File: src/rtl/sram_like_bridge_pkg.sv
// Shared definitions for the SRAM-like bridge: channel FSM state encoding and
// bus transfer-size codes.
package bridge_pkg;

  typedef enum logic [1:0] {
    ST_IDLE = 2'd0,
    ST_ADDR = 2'd1,
    ST_DATA = 2'd2,
    ST_HOLD = 2'd3
  } chan_state_e;

  localparam logic [1:0] SIZE_BYTE = 2'd0;
  localparam logic [1:0] SIZE_HALF = 2'd1;
  localparam logic [1:0] SIZE_WORD = 2'd2;

endpackage

File: src/rtl/sram_like_chan.sv
// One SRAM-like channel: turns a held single-cycle access into a req/addr_ok
// handshake followed by a data_ok response, raises stall until the response
// arrives and keeps the returned word until the pipeline advances.
// Optional feature macro: BRIDGE_PERF_CNT_EN (adds a stall-cycle counter).
module sram_like_chan
  import bridge_pkg::*;
(
  input  logic        clk,
  input  logic        rst,
  input  logic        en_i,
  input  logic        wr_i,
  input  logic [1:0]  size_i,
  input  logic [31:0] addr_i,
  input  logic [31:0] wdata_i,
  input  logic        flush_i,
  input  logic        longest_stall_i,
  output logic        req_o,
  output logic        wr_o,
  output logic [1:0]  size_o,
  output logic [31:0] addr_o,
  output logic [31:0] wdata_o,
  input  logic        addr_ok_i,
  input  logic        data_ok_i,
  input  logic [31:0] rdata_i,
  output logic [31:0] rdata_o,
  output logic        stall_o
`ifdef BRIDGE_PERF_CNT_EN
  ,
  output logic [31:0] wait_cnt_o
`endif
);

  chan_state_e state_q, state_d;
  logic        discard_q, discard_d;
  logic [31:0] saved_q, saved_d;
  logic [31:0] addr_q, addr_d;
  logic [31:0] wdata_q, wdata_d;
  logic [1:0]  size_q, size_d;
  logic        wr_q, wr_d;
  logic        new_req;

  // A fresh request may only start from IDLE and never during a flush.
  assign new_req = (state_q == ST_IDLE) && en_i && !flush_i;

  // State, request latches, discard flag and saved read data.
  always_ff @(posedge clk or posedge rst) begin
    if (rst) begin
      state_q   <= ST_IDLE;
      discard_q <= 1'b0;
      saved_q   <= '0;
      addr_q    <= '0;
      wdata_q   <= '0;
      size_q    <= '0;
      wr_q      <= 1'b0;
    end else begin
      state_q   <= state_d;
      discard_q <= discard_d;
      saved_q   <= saved_d;
      addr_q    <= addr_d;
      wdata_q   <= wdata_d;
      size_q    <= size_d;
      wr_q      <= wr_d;
    end
  end

  // Next state and register updates; the only consumer of longest_stall_i.
  always_comb begin
    state_d   = state_q;
    discard_d = discard_q;
    saved_d   = saved_q;
    addr_d    = addr_q;
    wdata_d   = wdata_q;
    size_d    = size_q;
    wr_d      = wr_q;
    case (state_q)
      ST_IDLE: begin
        if (new_req) begin
          addr_d  = addr_i;
          wdata_d = wdata_i;
          size_d  = size_i;
          wr_d    = wr_i;
          state_d = addr_ok_i ? ST_DATA : ST_ADDR;
        end
      end
      ST_ADDR: begin
        if (flush_i)   discard_d = 1'b1;
        if (addr_ok_i) state_d   = ST_DATA;
      end
      ST_DATA: begin
        if (data_ok_i) begin
          // A flushed transaction's response is dropped and never parks in HOLD.
          if (!(discard_q || flush_i)) saved_d = rdata_i;
          discard_d = 1'b0;
          state_d   = (discard_q || flush_i || !longest_stall_i) ? ST_IDLE : ST_HOLD;
        end else if (flush_i) begin
          discard_d = 1'b1;
        end
      end
      ST_HOLD: begin
        if (!longest_stall_i) state_d = ST_IDLE;
      end
      default: state_d = ST_IDLE;
    endcase
  end

  // Bus fields, stall and read data; kept apart from the next-state logic so a
  // longest_stall_i derived from stall_o forms no combinational loop.
  always_comb begin
    req_o   = 1'b0;
    wr_o    = wr_q;
    size_o  = size_q;
    addr_o  = addr_q;
    wdata_o = wdata_q;
    stall_o = 1'b0;
    rdata_o = saved_q;
    case (state_q)
      ST_IDLE: begin
        if (new_req) begin
          req_o   = 1'b1;
          wr_o    = wr_i;
          size_o  = size_i;
          addr_o  = addr_i;
          wdata_o = wdata_i;
          stall_o = 1'b1;
        end
      end
      ST_ADDR: begin
        req_o   = 1'b1;
        stall_o = 1'b1;
      end
      ST_DATA: begin
        rdata_o = rdata_i;
        stall_o = !data_ok_i;
      end
      default: ;
    endcase
  end

`ifdef BRIDGE_PERF_CNT_EN
  logic [31:0] wait_cnt_q;

  // Wrapping count of cycles spent stalled.
  always_ff @(posedge clk or posedge rst) begin
    if (rst) wait_cnt_q <= '0;
    else     wait_cnt_q <= wait_cnt_q + 32'(stall_o);
  end

  assign wait_cnt_o = wait_cnt_q;
`endif

endmodule

File: src/rtl/sram_like_bridge.sv
// Pipeline-to-SRAM-like bridge: one independent channel for instruction fetch
// and one for M-stage data accesses. The top only fixes per-channel wr/size/wdata.
// Optional feature macro: BRIDGE_PERF_CNT_EN (per-channel stall-cycle counters).
module sram_like_bridge
  import bridge_pkg::*;
(
  input  logic        clk,
  input  logic        rst,
  input  logic        inst_en_i,
  input  logic [31:0] inst_addr_i,
  output logic [31:0] inst_rdata_o,
  output logic        inst_stall_o,
  input  logic        data_en_i,
  input  logic [3:0]  data_wen_i,
  input  logic [1:0]  data_size_i,
  input  logic [31:0] data_addr_i,
  input  logic [31:0] data_wdata_i,
  output logic [31:0] data_rdata_o,
  output logic        data_stall_o,
  input  logic        longest_stall_i,
  input  logic        flush_i,
  output logic        inst_req_o,
  output logic        inst_wr_o,
  output logic [1:0]  inst_size_o,
  output logic [31:0] inst_addr_o,
  output logic [31:0] inst_wdata_o,
  input  logic        inst_addr_ok_i,
  input  logic        inst_data_ok_i,
  input  logic [31:0] inst_rdata_i,
  output logic        data_req_o,
  output logic        data_wr_o,
  output logic [1:0]  data_size_o,
  output logic [31:0] data_addr_o,
  output logic [31:0] data_wdata_o,
  input  logic        data_addr_ok_i,
  input  logic        data_data_ok_i,
  input  logic [31:0] data_rdata_i
`ifdef BRIDGE_PERF_CNT_EN
  ,
  output logic [31:0] inst_wait_cnt_o,
  output logic [31:0] data_wait_cnt_o
`endif
);

  // Fetches are always full-word reads.
  sram_like_chan u_inst (
    .clk             (clk),
    .rst             (rst),
    .en_i            (inst_en_i),
    .wr_i            (1'b0),
    .size_i          (SIZE_WORD),
    .addr_i          (inst_addr_i),
    .wdata_i         (32'd0),
    .flush_i         (flush_i),
    .longest_stall_i (longest_stall_i),
    .req_o           (inst_req_o),
    .wr_o            (inst_wr_o),
    .size_o          (inst_size_o),
    .addr_o          (inst_addr_o),
    .wdata_o         (inst_wdata_o),
    .addr_ok_i       (inst_addr_ok_i),
    .data_ok_i       (inst_data_ok_i),
    .rdata_i         (inst_rdata_i),
    .rdata_o         (inst_rdata_o),
    .stall_o         (inst_stall_o)
`ifdef BRIDGE_PERF_CNT_EN
    ,
    .wait_cnt_o      (inst_wait_cnt_o)
`endif
  );

  // Any asserted byte enable marks the access as a store.
  sram_like_chan u_data (
    .clk             (clk),
    .rst             (rst),
    .en_i            (data_en_i),
    .wr_i            (|data_wen_i),
    .size_i          (data_size_i),
    .addr_i          (data_addr_i),
    .wdata_i         (data_wdata_i),
    .flush_i         (flush_i),
    .longest_stall_i (longest_stall_i),
    .req_o           (data_req_o),
    .wr_o            (data_wr_o),
    .size_o          (data_size_o),
    .addr_o          (data_addr_o),
    .wdata_o         (data_wdata_o),
    .addr_ok_i       (data_addr_ok_i),
    .data_ok_i       (data_data_ok_i),
    .rdata_i         (data_rdata_i),
    .rdata_o         (data_rdata_o),
    .stall_o         (data_stall_o)
`ifdef BRIDGE_PERF_CNT_EN
    ,
    .wait_cnt_o      (data_wait_cnt_o)
`endif
  );

endmodule

File: config.mk
export PLATFORM = sky130hd
export DESIGN_NAME = sram_like_bridge
export DESIGN_NICKNAME = d
export VERILOG_FILES = /design/src/rtl/sram_like_bridge_pkg.sv /design/src/rtl/sram_like_chan.sv /design/src/rtl/sram_like_bridge.sv
export SDC_FILE = /design/constraint.sdc
export NUM_CORES = 1
export LEC_CHECK = 0
export ABC_AREA = 1
export CAP_MARGIN = 20
export CORE_AREA = 2 2 146 148
export DETAILED_ROUTE_END_ITERATION = 8
export DIE_AREA = 0 0 148 150
export PLACE_DENSITY = 0.8
export SLEW_MARGIN = 20
export SYNTH_ARGS = -nofsm -noshare
export SYNTH_HDL_FRONTEND = slang
export SYNTH_SLANG_ARGS = --single-unit
File: constraint.sdc
create_clock -name clk -period 21.1 [get_ports clk]
set_clock_uncertainty 0.2 [all_clocks]
set_input_delay 5.275 -clock clk [delete_from_list [all_inputs] [get_ports clk]]
set_output_delay 5.275 -clock clk [all_outputs]
set_load 0.005 [all_outputs]
==> flow_summary.yaml, run 1 <==
floorplan:
  start_util_pct: 41.4
  die_area_sq_um: 22200
  die_h_um: 150
  placementRows: 53
  coreArea_sq_um: 20700
  io-pin-count: 378
  fp.dieW_um: 148
sta:
  fin_crit_ps: 13980
  setup_viol: 0
  tightest_slew_ps: 941
  timing.fmax_mhz: 71.6
  final_hold_viol_count: 0
  setup_tns_ps: 0
  relSlewSlack_pct: 37.2
  hold_slack_ps: 265
  fin_crit_sh_pct: 66.2
  grt_setup_unrepaired: "no"
  slew_viol_final: 0
  fin_ws_ps: 7120
synthesis:
  muxShareOfSynthArea_pct: 0
  synth_top_family_by_area: "simple AND/OR/NAND/NOR gates"
  synth-xor-area-share_pct: 0
  synth_compound_area_share_pct: 8.42
  synth_cell_type_count: 19
  syn-num-nets: 1219
  synthTopCellsByArea: "dfrtp_1 (60%), nand2_1 (19%), o21ai_0 (6.2%)"
  synth_cells: 1033
  synth_adder_area_share_pct: 1.46
  ys_warn_count: 0
  yosys.area_share.simple_pct: 22.5
  yosys.area.top_type: "dfrtp_1"
  syn_avg_cell_area_sq_um: 8.30
  yosys_register_bits: 204
  synth_top_area_share_pct: 59.5
  syn_area_sq_um: 8570
  yosysSeqAreaShare_pct: 59.5
placement:
  gp_congestion: 0.773
  hpwlAfterDp_um: 17400
  placed_cell_area_sq_um: 12500
  place_ws_ps: 7090
  dp_cells: 1641
  port_buffers: 377
detailed_routing:
  routed_via_density: 4.58
  drt-wirelength-per-cell_um: 14.6
  drcViolationCount: 0
  drtIter0Drc: 341
  first_pass_iters: 4
  num_vias: 7700
  routed_wl_um: 24600
  ant_nets: 0
layout:
  syn_to_final_growth_pct: 55.7
  nets: 1577
  layout-drive-gt1-share_pct: 3.91
  diodes: 0
  fin_util_pct: 64.5
  fin_area_sq_um: 13400
  fin_cells: 1683
job:
  max_cap_violations: 0
power:
  pwr-share-clk_pct: 23.8
  p_int_mw: 1.23
  p_comb_share_pct: 43.2
  power.density_nw_per_um2: 134
  total_power_mw: 1.78
  p_seq_share_pct: 33.0
  switching_share_pct: 31.2
  switching_power_mw: 0.557
  max-vdd-ir-drop_mv: 0.0799
  p_leak_nw: 6.50
worst_setup_path:
  cp.required_ps: 15620
  cp_max_fo: 67
  crit_type: "in -> out"
  critical_path_arrival_ps: 8500
  cp-end-kind: "output pin"
  worst-r2r-cell-count: 5
  startpoint_type: "input pin"
outcome:
  outcome: "finished, final reports clean"
clock_tree:
  path_clk_slew_ps: 60
  cts_tree: "built"
  clock_sinks: 204
  htree_num_levels: 1
  cts_buffer_depth: 3
  cts_root_buf: "clkbuf_16"
  clk_latency_ps: 500
  postCtsSetupBuffers: 0
  ctsHoldBuffers: 0
  post_cts_resized: 0
  cts_made_buffers: 23
grt:
  grt_max_degree: 129
  grt_pass1_vias: 7382
  track_usage_pct: 21.4
  antenna_found_initial: 1
  grt_overflow: 0
  grt_pass1_wl_um: 38200
hold_path:
  min_path_type: "reg -> reg"
  hold_depth: 1
-- cell families after synthesis --
kind of cell               count (synthesis)
buffers and inverters                    172
adders and majority gates                 10
AOI/OAI and AO/OA                        141
and+or+nand+nor                          506
DFF                                      204
-- cell usage in the layout, fill, tap and decap left out, drive strengths merged --
cell type / count
nor2: 67
o21ai: 109
nand2: 432
clkbuf: 30
clkdlybuf4s50: 377
or2: 1
a21oi: 25
inv: 123
clkinv: 6
clkinvlp: 2
o21bai: 2
dfrtp: 204
buf: 5
a31oi: 3
a31o: 2
ha: 10
bufinv: 4
nand3: 6
-- cell type report --
class	instances	area (sq um)
fill	1641	7340
inverter	123	470
clock buffer	30	642
tap	275	344
clock inverter	12	176
timing repair buffer	382	3820
sequential	204	5100
multi-input combinational	657	2790
-- power by group through the flow --
| stage | combinational, mW | clock (mW) | sequential [mW] |
|---|---|---|---|
| finish | 0.770 | 0.425 | 0.588 |
| global route | 0.853 | 0.451 | 0.601 |
| CTS | 0.781 | 0.435 | 0.586 |
| detailed placement | 0.774 | 0 | 0.592 |
| global placement | 0.760 | 0 | 0.588 |
| floorplan | 0.320 | 0 | 0.580 |
-- state kept, by name, summed over array words and instances (netlist names), 32 cells and up --
name,flops
u_data.addr_q,32
u_inst.wdata_q,32
u_data.wdata_q,32
u_inst.saved_q,32
u_data.saved_q,32
u_inst.addr_q,32
-- cell usage after synthesis (all sizes together) --
cell	count
a31o	2
buf	32
nor2	67
a31oi	3
inv	123
clkbuf	17
o21bai	2
o21ai	109
or2	1
nand2	432
ha	10
a21oi	25
dfrtp	204
nand3	6
-- path summary, 6_finish.rpt --
path	from	end	slack, ps
max in group asynchronous	rst	u_data.addr_q[29]$_DFF_PP0_	14060
min reg2reg	u_inst.size_q[1]$_DFF_PP0_	u_inst.size_q[1]$_DFF_PP0_	260
max	flush_i	inst_wdata_o[13]	7120
min in group asynchronous	rst	u_data.addr_q[26]$_DFF_PP0_	5180
max reg2reg	u_inst.state_q[0]$_DFFE_PP0P_	u_inst.size_q[1]$_DFF_PP0_	18060
min	u_inst.size_q[1]$_DFF_PP0_	u_inst.size_q[1]$_DFF_PP0_	260
-- worst max-delay path, stage by stage --
cell	delay, ps
clkdlybuf4s50_1	630
inv_2	110
nand3_2	510
clkinv_2	890
nor2_1	450
clkdlybuf4s50_1	600
-- per-layer routing --
layer / vias to the layer above / GRT usage [%] / routed length, um
met5: - / 0 / 0
li1: 3852 / - / -
met1: 3541 / 25.6 / 9610
met2: 268 / 37.1 / 12200
met4: 0 / 5.76 / 513
met3: 39 / 7.07 / 2260
No activity file was read; power rests on OpenSTA's default activity.
==> run 2: changes to the inputs <==
--- a/config.mk
+++ b/config.mk
@@ -7,10 +7,10 @@
 export LEC_CHECK = 0
 export ABC_AREA = 1
 export CAP_MARGIN = 20
-export CORE_AREA = 2 2 146 148
+export CORE_MARGIN = 2
+export CORE_UTILIZATION = 38
 export DETAILED_ROUTE_END_ITERATION = 8
-export DIE_AREA = 0 0 148 150
-export PLACE_DENSITY = 0.8
+export PLACE_DENSITY = 0.77
 export SLEW_MARGIN = 20
 export SYNTH_ARGS = -nofsm -noshare
 export SYNTH_HDL_FRONTEND = slang
==> constraint.sdc (replaced) <==
create_clock -name clk -period 11.25 [get_ports clk]
set_clock_uncertainty 0.2 [all_clocks]
set_input_delay 2.8125 -clock clk [delete_from_list [all_inputs] [get_ports clk]]
set_output_delay 2.8125 -clock clk [all_outputs]
set_load 0.005 [all_outputs]
==> flow_summary.yaml, run 2 (same netlist as run 1, synthesis figures left out) <==
layout:
  syn_to_final_growth_pct: 54.9
  fin_util_pct: 60.5
  final_common_cell: "nand2_1"
  final_cell_mix: "nand2_1 (432), clkdlybuf4s50_1 (377), dfrtp_1 (204)"
  layout-drive-gt1-share_pct: 3.77
  fill_cells: 1897
  nets: 1577
worst_setup_path:
  path_delay_family: "buffers and inverters"
  startpoint_type: "input pin"
  worst-r2r-cell-count: 5
  critPathBufInv: 4
  r2r_slack_ps: 8200
  critical_path_arrival_ps: 5990
  critPathMostFrequentCell: "clkdlybuf4s50_1"
  cp.required_ps: 8240
  crit_type: "in -> out"
  cp_max_fo: 67
  slowest_delay_ps: 880
  cpMaxStageDelayCell: "clkinv_2"
  cp_cell_sequence: "clkdlybuf4s50_1, inv_2, nand3_2, clkinv_2, nor2_1, clkdlybuf4s50_1"
  cp-end-kind: "output pin"
  worstSetupEndpoint: "inst_wdata_o[12]"
  cp-startpoint: "flush_i"
  cp.depth: 6
  rr_startpoint: "u_inst.state_q[0]$_DFFE_PP0P_"
  rr_endpoint: "u_inst.size_q[1]$_DFF_PP0_"
grt:
  grt_overflow: 0
  antenna_found_initial: 1
  grt_pass1_wl_um: 39300
  grt_max_degree: 125
  track_usage_pct: 20.4
  grt_pass1_vias: 7710
outcome:
  outcome: "finished, final reports clean"
clock_tree:
  path_clk_slew_ps: 60
  clk_latency_ps: 490
  cts_root_buf: "clkbuf_16"
  htree_num_levels: 1
  cts_made_buffers: 23
  ctsHoldBuffers: 0
  cts_buffer_depth: 3
  clock_sinks: 204
  post_cts_resized: 0
  cts_tree: "built"
  postCtsSetupBuffers: 0
power:
  max-vdd-ir-drop_mv: 0.150
  power.density_nw_per_um2: 247
  total_power_mw: 3.28
  p_leak_nw: 6.47
detailed_routing:
  num_vias: 7743
  drcViolationCount: 0
  ant_nets: 0
  routed_via_density: 4.59
  routed_wl_um: 24900
  first_pass_iters: 7
  drt-wirelength-per-cell_um: 14.8
  drtIter0Drc: 470
sta:
  relSlewSlack_pct: 34.9
  fin_crit_ps: 9000
  grt_setup_unrepaired: "no"
  tightest_slew_ps: 974
  setup_tns_ps: 0
  fin_crit_sh_pct: 80.0
  timing.fmax_mhz: 111
  final_hold_viol_count: 0
  setup_viol: 0
  slew_viol_final: 0
floorplan:
  start_util_pct: 39.0
  fp.dieW_um: 154
  die_area_sq_um: 23800
  die_h_um: 154
  io-pin-count: 378
  coreArea_sq_um: 22000
  placementRows: 54
placement:
  gp_congestion: 0.820
  port_buffers: 377
  hpwlAfterDp_um: 17600
job:
  max_cap_violations: 0
hold_path:
  min_path_type: "reg -> reg"
[run 2: cell types whose count changed in the layout (fill, tap and decap cells not counted)]
cell,previous run,this run
buf_6,0,1
clkinv_4,2,0
clkinvlp_4,2,0
diode_2,0,1
bufinv_16,4,1
clkbuf_1,3,4
clkbuf_8,4,5
buf_4,4,3
clkinv_2,4,8
[run 2: final cells by class]
class                   count  area (sq um)  area share (%)
diodes                      1          2.50          0.0188
clock inverters             9          73.8           0.556
repair buffers            382          3830            28.8
inverters                 123           470            3.54
multi-input cells         657          2790            21.0
clock buffers              32           659            4.97
flip-flops and latches    204          5100            38.4
well taps                 280           350            2.64
[run 2: worst min-delay path by stage]
stage | from | endpoint | slack, ps | depth (start not counted)
6_report | u_data.addr_q[29]$_DFF_PP0_ | u_data.addr_q[29]$_DFF_PP0_ | 270 | 2
2_1_floorplan | u_inst.size_q[1]$_DFF_PP0_ | u_inst.size_q[1]$_DFF_PP0_ | 250 | 1
5_1_grt | u_inst.size_q[1]$_DFF_PP0_ | u_inst.size_q[1]$_DFF_PP0_ | 290 | 1
4_1_cts | u_inst.size_q[1]$_DFF_PP0_ | u_inst.size_q[1]$_DFF_PP0_ | 270 | 1
3_5_place_dp | u_inst.size_q[1]$_DFF_PP0_ | u_inst.size_q[1]$_DFF_PP0_ | 250 | 1
3_3_place_gp | u_inst.size_q[1]$_DFF_PP0_ | u_inst.size_q[1]$_DFF_PP0_ | 240 | 1
[run 2: report_power, final]
part	switching [mW]	leakage (nW)	internal (mW)
sequential	0.0992	2.56	1.00
clock	0.292	0.370	0.431
combinational	0.653	3.55	0.801
total	1.04	6.47	2.24
[run 2: metrics by stage]
step / cell area (sq um) / hold WS (ps) / instances / setup slack, ps
floorplan: 8570 / 249 / 1033 / 2670
global placement: 12500 / 244 / 1645 / 2260
detailed placement: 12500 / 252 / 1646 / 2190
CTS: 13300 / 273 / 1687 / 2180
global route: 13300 / 286 / 1687 / 1930
finish: 13300 / 269 / 1688 / 2250
[run 2: layer usage]
| metal | wire length, um | part of all wire, % | track usage, % |
|---|---|---|---|
| met1 | 9870 | 40 | 24.0 |
| met5 | 0 | 0 | 0 |
| met3 | 2060 | 8.2 | 5.97 |
| met4 | 801 | 3.2 | 6.63 |
| met2 | 12200 | 49 | 35.7 |
[run 2: worst register-to-register path, cell delays in order (launching register included)]
cell,delay (ps)
dfrtp_1,410
inv_1,80
ha_1,260
nand3_2,520
clkinv_2,910
or2_1,540
